--- config.mk ---
export PLATFORM = sky130hd
export DESIGN_NAME = multi_seg_loader
export DESIGN_NICKNAME = d
export VERILOG_FILES = /design/src/rtl/multi_seg_loader_pkg.sv /design/src/rtl/multi_seg_loader_word_packer.sv /design/src/rtl/multi_seg_loader.sv
export SDC_FILE = /design/constraint.sdc
export NUM_CORES = 1
export LEC_CHECK = 0
export CAP_MARGIN = 30
export CELL_PAD_IN_SITES_DETAIL_PLACEMENT = 0
export CELL_PAD_IN_SITES_GLOBAL_PLACEMENT = 2
export CORE_UTILIZATION = 40
export DETAILED_ROUTE_END_ITERATION = 10
export PLACE_DENSITY_LB_ADDON = 0.08
export SYNTH_ARGS = -nofsm -noshare
export SYNTH_HDL_FRONTEND = slang
export SYNTH_SLANG_ARGS = --single-unit
--- constraint.sdc ---
create_clock -name clk -period 5.7 [get_ports clk]
set_input_delay 0.57 -clock clk [delete_from_list [all_inputs] [get_ports clk]]
set_output_delay 0.57 -clock clk [all_outputs]
set_load 0.02 [all_outputs]
--- src/rtl/multi_seg_loader_pkg.sv ---
// multi_seg_loader_pkg: shared loader FSM encoding, control-state bundle
// and default segment base addresses.
package multi_seg_loader_pkg;

  localparam int SL_SEG_W = 3;

  localparam logic [24:0] SL_BASE_T = 25'h000_0100;
  localparam logic [24:0] SL_BASE_L = 25'h004_0000;
  localparam logic [24:0] SL_BASE_I = 25'h100_0000;

  typedef enum logic {
    SL_SIZE = 1'b0,
    SL_DATA = 1'b1
  } sl_state_e;

  typedef struct packed {
    sl_state_e             st;
    logic [SL_SEG_W-1:0]   seg;
  } sl_ctl_t;

  function automatic logic [SL_SEG_W-1:0] sl_next_seg(
    input logic [SL_SEG_W-1:0] seg,
    input int unsigned         nsegs
  );
    if (32'(seg) == nsegs - 1)
      return '0;
    return seg + SL_SEG_W'(1);
  endfunction

endpackage

--- src/rtl/multi_seg_loader_word_packer.sv ---
// sl_word_packer: gathers strobed bytes MSB-first into one DATA_W word.
// clr_i drops any partial word and masks a coincident strobe.
module sl_word_packer #(
  parameter int DATA_W = 32
) (
  input  logic              clk,
  input  logic              rst,
  input  logic [7:0]        byte_i,
  input  logic              stb_i,
  input  logic              clr_i,
  output logic [DATA_W-1:0] word,
  output logic              word_valid
);

  localparam int NB = DATA_W / 8;
  localparam int IW = $clog2(NB);

  logic [IW-1:0]       idx_q;
  logic [DATA_W-9:0]   acc_q;
  logic                take;
  logic                last;

  assign take       = stb_i & ~clr_i;
  assign last       = (idx_q == IW'(NB - 1));
  assign word       = {acc_q, byte_i};
  assign word_valid = take & last;

  always_ff @(posedge clk or negedge rst) begin
    if (!rst) begin
      idx_q <= '0;
      acc_q <= '0;
    end else if (clr_i) begin
      idx_q <= '0;
      acc_q <= '0;
    end else if (take) begin
      if (last) begin
        idx_q <= '0;
        acc_q <= '0;
      end else begin
        idx_q <= idx_q + IW'(1);
        acc_q <= word[DATA_W-9:0];
      end
    end
  end

endmodule

--- src/rtl/multi_seg_loader.sv ---
// multi_seg_loader: streams XMODEM payload words into per-segment memory.
// Block checkpoint/rollback is built only when SL_CHECKPOINT_EN is defined.
module multi_seg_loader
  import multi_seg_loader_pkg::*;
#(
  parameter int NUM_SEGS = 3,
  parameter int DATA_W   = 32,
  parameter int ADDR_W   = 25,
  parameter logic [NUM_SEGS*ADDR_W-1:0] BASE_ADDRS =
    {SL_BASE_I, SL_BASE_L, SL_BASE_T}
) (
  input  logic              clk,
  input  logic              rst,
  input  logic [7:0]        xmodem_data_byte,
  input  logic              xmodem_saw_valid_msg_byte,
  input  logic              xmodem_saw_valid_block,
  input  logic              xmodem_saw_invalid_block,
  input  logic              xmodem_done,
  output logic [ADDR_W-1:0] sl_addr,
  output logic [DATA_W-1:0] sl_io,
  output logic              sl_we,
  input  logic              sl_ack,
  output logic [2:0]        sl_seg,
  output logic              sl_overrun,
  output logic              sl_done
);

  localparam logic [ADDR_W-1:0] BASE0 = BASE_ADDRS[ADDR_W-1:0];
  localparam logic [ADDR_W-1:0] ONE   = ADDR_W'(1);

  function automatic logic [ADDR_W-1:0] base_of(
    input logic [SL_SEG_W-1:0] s
  );
    return BASE_ADDRS[32'(s)*ADDR_W +: ADDR_W];
  endfunction

  logic [DATA_W-1:0] word;
  logic              word_valid;
  logic              stb;

  sl_ctl_t           ctl_q, ctl_d;
  logic [ADDR_W-1:0] len_q, len_d;
  logic [ADDR_W-1:0] off_q, off_d;
  logic [ADDR_W-1:0] size_w;

  logic              we_q;
  logic [ADDR_W-1:0] addr_q;
  logic [DATA_W-1:0] io_q;
  logic              ovr_q;
  logic              done_q;

  logic              wr_req;
  logic              wr_load;
  logic              wr_lost;

  // Bytes arriving after the transfer has finished are discarded.
  assign stb = xmodem_saw_valid_msg_byte & ~done_q;

  sl_word_packer #(
    .DATA_W (DATA_W)
  ) u_packer (
    .clk        (clk),
    .rst        (rst),
    .byte_i     (xmodem_data_byte),
    .stb_i      (stb),
    .clr_i      (xmodem_saw_invalid_block),
    .word       (word),
    .word_valid (word_valid)
  );

  assign size_w = ADDR_W'(word);

`ifdef SL_CHECKPOINT_EN
  sl_ctl_t           ck_ctl_q;
  logic [ADDR_W-1:0] ck_len_q;
  logic [ADDR_W-1:0] ck_off_q;

  always_ff @(posedge clk or negedge rst) begin
    if (!rst) begin
      ck_ctl_q <= '{st: SL_SIZE, seg: '0};
      ck_len_q <= '0;
      ck_off_q <= '0;
    end else if (xmodem_saw_valid_block) begin
      ck_ctl_q <= ctl_d;
      ck_len_q <= len_d;
      ck_off_q <= off_d;
    end
  end
`else
  logic unused_vblk;
  assign unused_vblk = xmodem_saw_valid_block;
`endif

  always_comb begin
    ctl_d  = ctl_q;
    len_d  = len_q;
    off_d  = off_q;
    wr_req = 1'b0;
    if (word_valid) begin
      unique case (ctl_q.st)
        SL_SIZE: begin
          if (size_w != '0) begin
            ctl_d.st = SL_DATA;
            len_d    = size_w;
            off_d    = '0;
          end else begin
            ctl_d.seg = sl_next_seg(ctl_q.seg, NUM_SEGS);
          end
        end
        SL_DATA: begin
          wr_req = 1'b1;
          if (off_q == len_q - ONE) begin
            off_d     = '0;
            ctl_d.st  = SL_SIZE;
            ctl_d.seg = sl_next_seg(ctl_q.seg, NUM_SEGS);
          end else begin
            off_d = off_q + ONE;
          end
        end
      endcase
    end
`ifdef SL_CHECKPOINT_EN
    if (xmodem_saw_invalid_block) begin
      ctl_d = ck_ctl_q;
      len_d = ck_len_q;
      off_d = ck_off_q;
    end
`endif
  end

  // A word may load when the slot is empty or being freed this cycle.
  assign wr_load = wr_req & (~we_q | sl_ack);
  assign wr_lost = wr_req & we_q & ~sl_ack;

  always_ff @(posedge clk or negedge rst) begin
    if (!rst) begin
      ctl_q  <= '{st: SL_SIZE, seg: '0};
      len_q  <= '0;
      off_q  <= '0;
      we_q   <= 1'b0;
      addr_q <= BASE0;
      io_q   <= '0;
      ovr_q  <= 1'b0;
      done_q <= 1'b0;
    end else begin
      ctl_q <= ctl_d;
      len_q <= len_d;
      off_q <= off_d;
      if (wr_load) begin
        we_q   <= 1'b1;
        addr_q <= base_of(ctl_q.seg) + off_q;
        io_q   <= word;
      end else if (sl_ack) begin
        we_q <= 1'b0;
      end
      if (wr_lost)
        ovr_q <= 1'b1;
      if (xmodem_done)
        done_q <= 1'b1;
    end
  end

  assign sl_addr    = addr_q;
  assign sl_io      = io_q;
  assign sl_we      = we_q;
  assign sl_seg     = ctl_q.seg;
  assign sl_overrun = ovr_q;
  assign sl_done    = done_q;

endmodule

==> impl_metrics.tcl, run 1 <==
set metrics [dict create \
    synth_mux_area_frac 0.112 \
    antenna_found_initial 0 \
    layout-drive-gt1-share 0.171 \
    viasPerCell 5.25 \
    async_reset_ff_frac 1.00 \
    final_net_count 712 \
    synth_edf_count 0 \
    regArea_mm2 0.00350 \
    row_count 47 \
    grt_usage 0.190 \
    drt_wl_total_um 15700 \
    dr.pass1.iters 4 \
    synth_seq_cells 140 \
    netlist_instances 624 \
    crit_chain "nor4_4, nand4_1, nor3_1, nor3b_1, a2111oi_0, o2111ai_4, o31ai_4, nor2_1" \
    wl_met2_um 7290 \
    vdd_drop_max_mv 0.197 \
    port_buffers 76 \
    cts_tree "done" \
    die_w_um 133 \
    post-route-drc-count 0 \
    gp_congestion 0.845 \
    post-dp-hpwl_um 11200 \
    setup_viol 0 \
    synth-xor-area-share 0.0887 \
    die_h_um 133 \
    p_leak_nw 3.79 \
    p_total_mw 2.05 \
    cts_made_buffers 17 \
    multiInputGateArea_mm2 0.00322 \
    placed_cells 892 \
    synthesis.nets 645 \
    grt_pass1_wl_um 26100 \
    cp_max_fo 22 \
    synthToLayoutAreaGrowth_pct 21.3 \
    clock-sinks 140 \
    synth.most_common_cell "dfrtp_1" \
    syn-cell-area_mm2 0.00691 \
    synth_simple_gate_area_frac 0.160 \
    hold_class "in2async" \
    max_slew_margin 0.392 \
    cts_resized 0 \
    grt_max_degree 72 \
    synth_top_area_frac 0.503 \
    ctsHoldBuffers 0 \
    synthTopCellsByCount "dfrtp_1, mux2_2, nor2_1" \
    cts.clk_slew.worst_paths_ps 60 \
    core_mm2 0.0167 \
    power.density_mw_per_mm2 244 \
    diodes 0 \
    ys_types 53 \
    wl_per_cell_um 17.1 \
    rsz0062_at_grt "no" \
    yosys_warnings 0 \
    synth_compound_area_frac 0.0923 \
    ys.flop_type "dfrtp_1" \
    cts_setup_buffers 0 \
    wl_met3_um 541 \
    rr_worst_depth 8 \
    min_period_over_period 0.673 \
    rrSetupSlack_ps 1860 \
    final_cell_count_no_fill 921 \
    htree_levels 4 \
    finalSetupTns_ps 0 \
    clockBufferDepth 2 \
    cap_violations 0 \
    slowest_stage "o31ai_4" \
    status "finished clean" \
    hold_viol_final 0 \
    cts-root-buf "clkbuf_16" \
    max_stage_delay_ps 820 \
    vias 4838 \
    ant_nets 0 \
    skew_ps 8.97 \
    die-area_mm2 0.0178 \
    worst_pin_slew_ps 912 \
    drt_iter0_drc 210 \
    fin_crit_ps 3840 \
    crit_path_end_kind "register" \
    synth_top_cell_by_area "dfrtp_1" \
    routed.top_layer "met4" \
    r2r_end "off_q[18]" \
    ios 78 \
    grt_pass1_vias 4765 \
    worstSetupPathType "reg2reg" \
    crit_arrival_ps 4100 \
    start_kind "register" \
    fill_cells 1523 \
    synth-adder-area-share 0.0109 \
    overflow 0 \
    wl_met1_um 7580 \
    synth_top_family_by_area "simple AND/OR/NAND/NOR gates" \
    r2r_start "len_q[3]" \
    synth_area_leaders "dfrtp_1, mux2_2, xnor2_1, xor2_1, a22o_1" \
    clk_latency_ps 420 \
    critical_path_required_ps 5970 \
    maxSlewViolCount 0 \
    synth_area_per_cell_um2 11.1 \
    yosysSeqAreaShare 0.507 \
    initial_core_util 0.414 \
    max_freq_mhz 261 \
]
==> critical path, delay by kind of cell, from the launching register on <==
kind,cells,cell delay [ps]
AOI/OAI and AO/OA,3,1880
DFF,1,490
and+or+nand+nor,5,1300
==> area by class of cell <==
| cell class | count | area share |
|---|---|---|
| Timing Repair Buffer | 82 | 0.0962 |
| Clock inverter | 8 | 0.00761 |
| Sequential cell | 140 | 0.418 |
| Clock buffer | 21 | 0.0573 |
| Tap cell | 220 | 0.0328 |
| Multi-Input combinational cell | 439 | 0.383 |
| Inverter | 11 | 0.00492 |
==> metrics by stage <==
| stage | utilization | hold slack (ps) | cell area [um2] | setup slack (ps) |
|---|---|---|---|---|
| 2_1_floorplan | - | 274 | 6910 | 2790 |
| 6_report | 0.502 | 149 | 8390 | 1860 |
| 4_1_cts | 0.502 | 174 | 8390 | 1780 |
| 3_5_place_dp | 0.470 | 469 | 7840 | 1810 |
| 3_3_place_gp | 0.470 | 462 | 7840 | 1810 |
| 5_1_grt | 0.502 | 201 | 8390 | 1450 |
==> placed cells by master, fill, tap and decap left out, types with 9 or more instances in the layout <==
cell type / n
a22o_1: 24
clkbuf_16: 17
clkdlybuf4s50_1: 75
dfrtp_1: 139
inv_1: 11
mux2_2: 68
nand2_1: 46
nand3_1: 16
nand4_1: 9
nor2_1: 51
nor3_1: 23
nor4_1: 14
o21ai_0: 25
xnor2_1: 44
xor2_1: 26
==> registers in the layout (all words and copies together), names as in the netlist <==
register	cells
ctl_q	1
len_q	25
off_q	25
sl_addr	25
sl_done	1
sl_io	32
sl_overrun	1
sl_seg	3
sl_we	1
u_packer.acc_q	24
u_packer.idx_q	2
==> report_power, final <==
| group | switching (mW) | internal [mW] |
|---|---|---|
| clock | 0.422 | 0.597 |
| sequential | 0.0000256 | 0.994 |
| combinational | 0.0275 | 0.00979 |
==> routing by layer <==
| metal | GRT usage | vias up |
|---|---|---|
| li1 | - | 2356 |
| met1 | 0.255 | 2374 |
| met2 | 0.298 | 91 |
| met3 | 0.0479 | 17 |
| met4 | 0.0644 | 0 |
| met5 | 0 | - |
==> kinds of logic after synthesis <==
kind of cell             count (synthesis)
AO/OA/AOI/OAI                           81
XOR/XNOR                                70
adder cells (fa/ha/maj)                  6
buffers and inverters                   45
flip-flops                             140
multiplexers                            69
AND/OR/NAND/NOR                        213
==> worst max path at each step <==
stage          slack (ps)  startpoint  cells past startpoint   endpoint
2_1_floorplan        2790    len_q[3]                     10  off_q[10]
3_3_place_gp         1810    len_q[3]                      8   off_q[5]
3_5_place_dp         1810    len_q[3]                      8  off_q[11]
4_1_cts              1780    len_q[3]                      8  off_q[18]
5_1_grt              1450    len_q[3]                      8  off_q[10]
6_report             1860    len_q[3]                      8  off_q[18]
No activity file was read; power rests on OpenSTA's default activity.
==> inputs of run 2 (changes only) <==
CORE_UTILIZATION = 37   (was 40)
clock period = 4 ns   (was 5.7 ns; I/O delays follow)
==> run 2 against run 1 <==
Clock power up 53%. Maximum frequency up 15%. The run now ends with design-rule violations left. Sequential share of layout area down 0.54 points. Critical path type unchanged. Highest routed layer unchanged.
==> impl_metrics.tcl, run 2 (synthesis results as in run 1) <==
set metrics [dict create \
    hold_viol_final 0 \
    worstSetupPathType "reg2reg" \
    combPwrFrac 0.018 \
    cts_tree "done" \
    initial_core_util 0.381 \
    die_w_um 139 \
    clkPwrFrac 0.515 \
    cts_resized 0 \
    overflow 0 \
    fin_crit_ps 3350 \
    diodes 0 \
    cts_setup_buffers 0 \
    final_common_cell "dfrtp_1" \
    layout-drive-gt1-share 0.183 \
    worst_pin_slew_ps 843 \
    vdd_drop_max_mv 0.281 \
    row_count 49 \
    drt_wl_total_um 16500 \
    ios 78 \
    ctsHoldBuffers 0 \
    placed_area_mm2 0.00792 \
    drt_iter0_drc 209 \
    wl_per_cell_um 17.6 \
    cp_max_fo 22 \
    mostFrequentLayoutCells "dfrtp_1, clkdlybuf4s50_1, mux2_2" \
    p_sw_mw 0.666 \
    setup_slack_ps 655 \
    max_slew_margin 0.438 \
    skew_ps 13.9 \
    p_sw_frac 0.219 \
    stdcell_area_mm2 0.00850 \
    grt_pass1_vias 5007 \
    clock-sinks 140 \
    start_kind "register" \
    power.density_mw_per_mm2 357 \
    max_freq_mhz 299 \
    viasPerCell 5.18 \
    core_mm2 0.0181 \
    post-route-util 0.468 \
    finalSetupTns_ps 0 \
    crit_path_end_kind "register" \
    largest_reg_flops 32 \
    seqPwrFrac 0.467 \
    violations "design-rule violations" \
    crit_arrival_ps 3640 \
    holdWs_ps 45.7 \
    gp_congestion 0.800 \
    port_buffers 76 \
    critical_path_required_ps 4300 \
    pre_cts_slack_ps 682 \
    post-dp-hpwl_um 11800 \
    grt_pass1_wl_um 27500 \
    cts-root-buf "clkbuf_16" \
    die-area_mm2 0.0192 \
    htree_levels 4 \
    cts.clk_slew.worst_paths_ps 60 \
    min_period_over_period 0.836 \
    p_int_mw 2.37 \
    status "finished, violations left" \
    dr.pass1.iters 7 \
    maxSlewViolCount 0 \
    grt_max_degree 91 \
    post-route-drc-count 8 \
    ant_nets 0 \
    clockBufferDepth 2 \
    p_leak_nw 3.87 \
    final_net_count 720 \
    vias 4871 \
    setup_viol 0 \
    die_h_um 139 \
    cap_violations 0 \
    hold_class "in2async" \
    cts_made_buffers 17 \
    antenna_found_initial 0 \
    rsz0062_at_grt "no" \
    grt_usage 0.184 \
    clk_latency_ps 420 \
    synthToLayoutAreaGrowth_pct 22.9 \
]
-- run 2: cell types whose count changed in the layout (fill, tap and decap cells not counted), sizes merged --
cell	previous run	this run
clkbuf	21	19
clkinvlp	5	1
buf	7	15
inv	12	14
clkinv	2	7
bufinv	0	2
-- run 2: per-stage QoR --
stage | power (mW) | instances
6_report | 3.03 | 941
5_1_grt | 3.15 | 941
4_1_cts | 3.08 | 941
3_5_place_dp | 1.50 | 909
3_3_place_gp | 1.50 | 909
2_1_floorplan | 1.45 | 624
-- run 2: power by group through the flow --
stage | clock, mW | sequential (mW) | combinational [mW]
CTS | 1.61 | 1.42 | 0.0583
global route | 1.67 | 1.42 | 0.0635
floorplan | 0 | 1.44 | 0.00547
global placement | 0 | 1.44 | 0.0570
detailed placement | 0 | 1.44 | 0.0583
finish | 1.56 | 1.42 | 0.0548
-- run 2: critical path, cell delays in order (launching register included) --
cell and delay [ps]:
dfrtp_1 490, nor4_4 500, nand4_1 280, nor3_1 330, nor3b_1 80, a2111oi_0 450, buf_4 210, o2111ai_4 260
o31ai_4 250, buf_4 290, nor2_1 90
-- run 2: worst paths after layout --
check                                  from           to  slack, ps  cells past startpoint
min in group clk                sl_addr[16]  sl_addr[16]        470                      2
worst min-delay path                    rst   sl_addr[3]         50                      1
worst min register to register  sl_addr[16]  sl_addr[16]        470                      2
worst max-delay path               len_q[3]    off_q[24]        650                     10
worst max register to register     len_q[3]    off_q[24]        650                     10
max in group asynchronous               rst    len_q[19]       3020                      2
-- run 2: layer usage --
metal  GRT usage  wire length [um]  up-vias
met5           0                 0        -
met4      0.0655               255        0
met3      0.0359               550       21
met2       0.297              7650      101
met1       0.246              8060     2367
li1            -                 -     2382
-- run 2: final cells by class --
type                    instances  area (um2)
clock buffers                  19         443
clock inverters                13         140
fillers                      1691        9650
inverters                      11        41.3
multi-input cells             439        3220
flip-flops and latches        140        3500
well taps                     229         287
repair buffers                 90         867
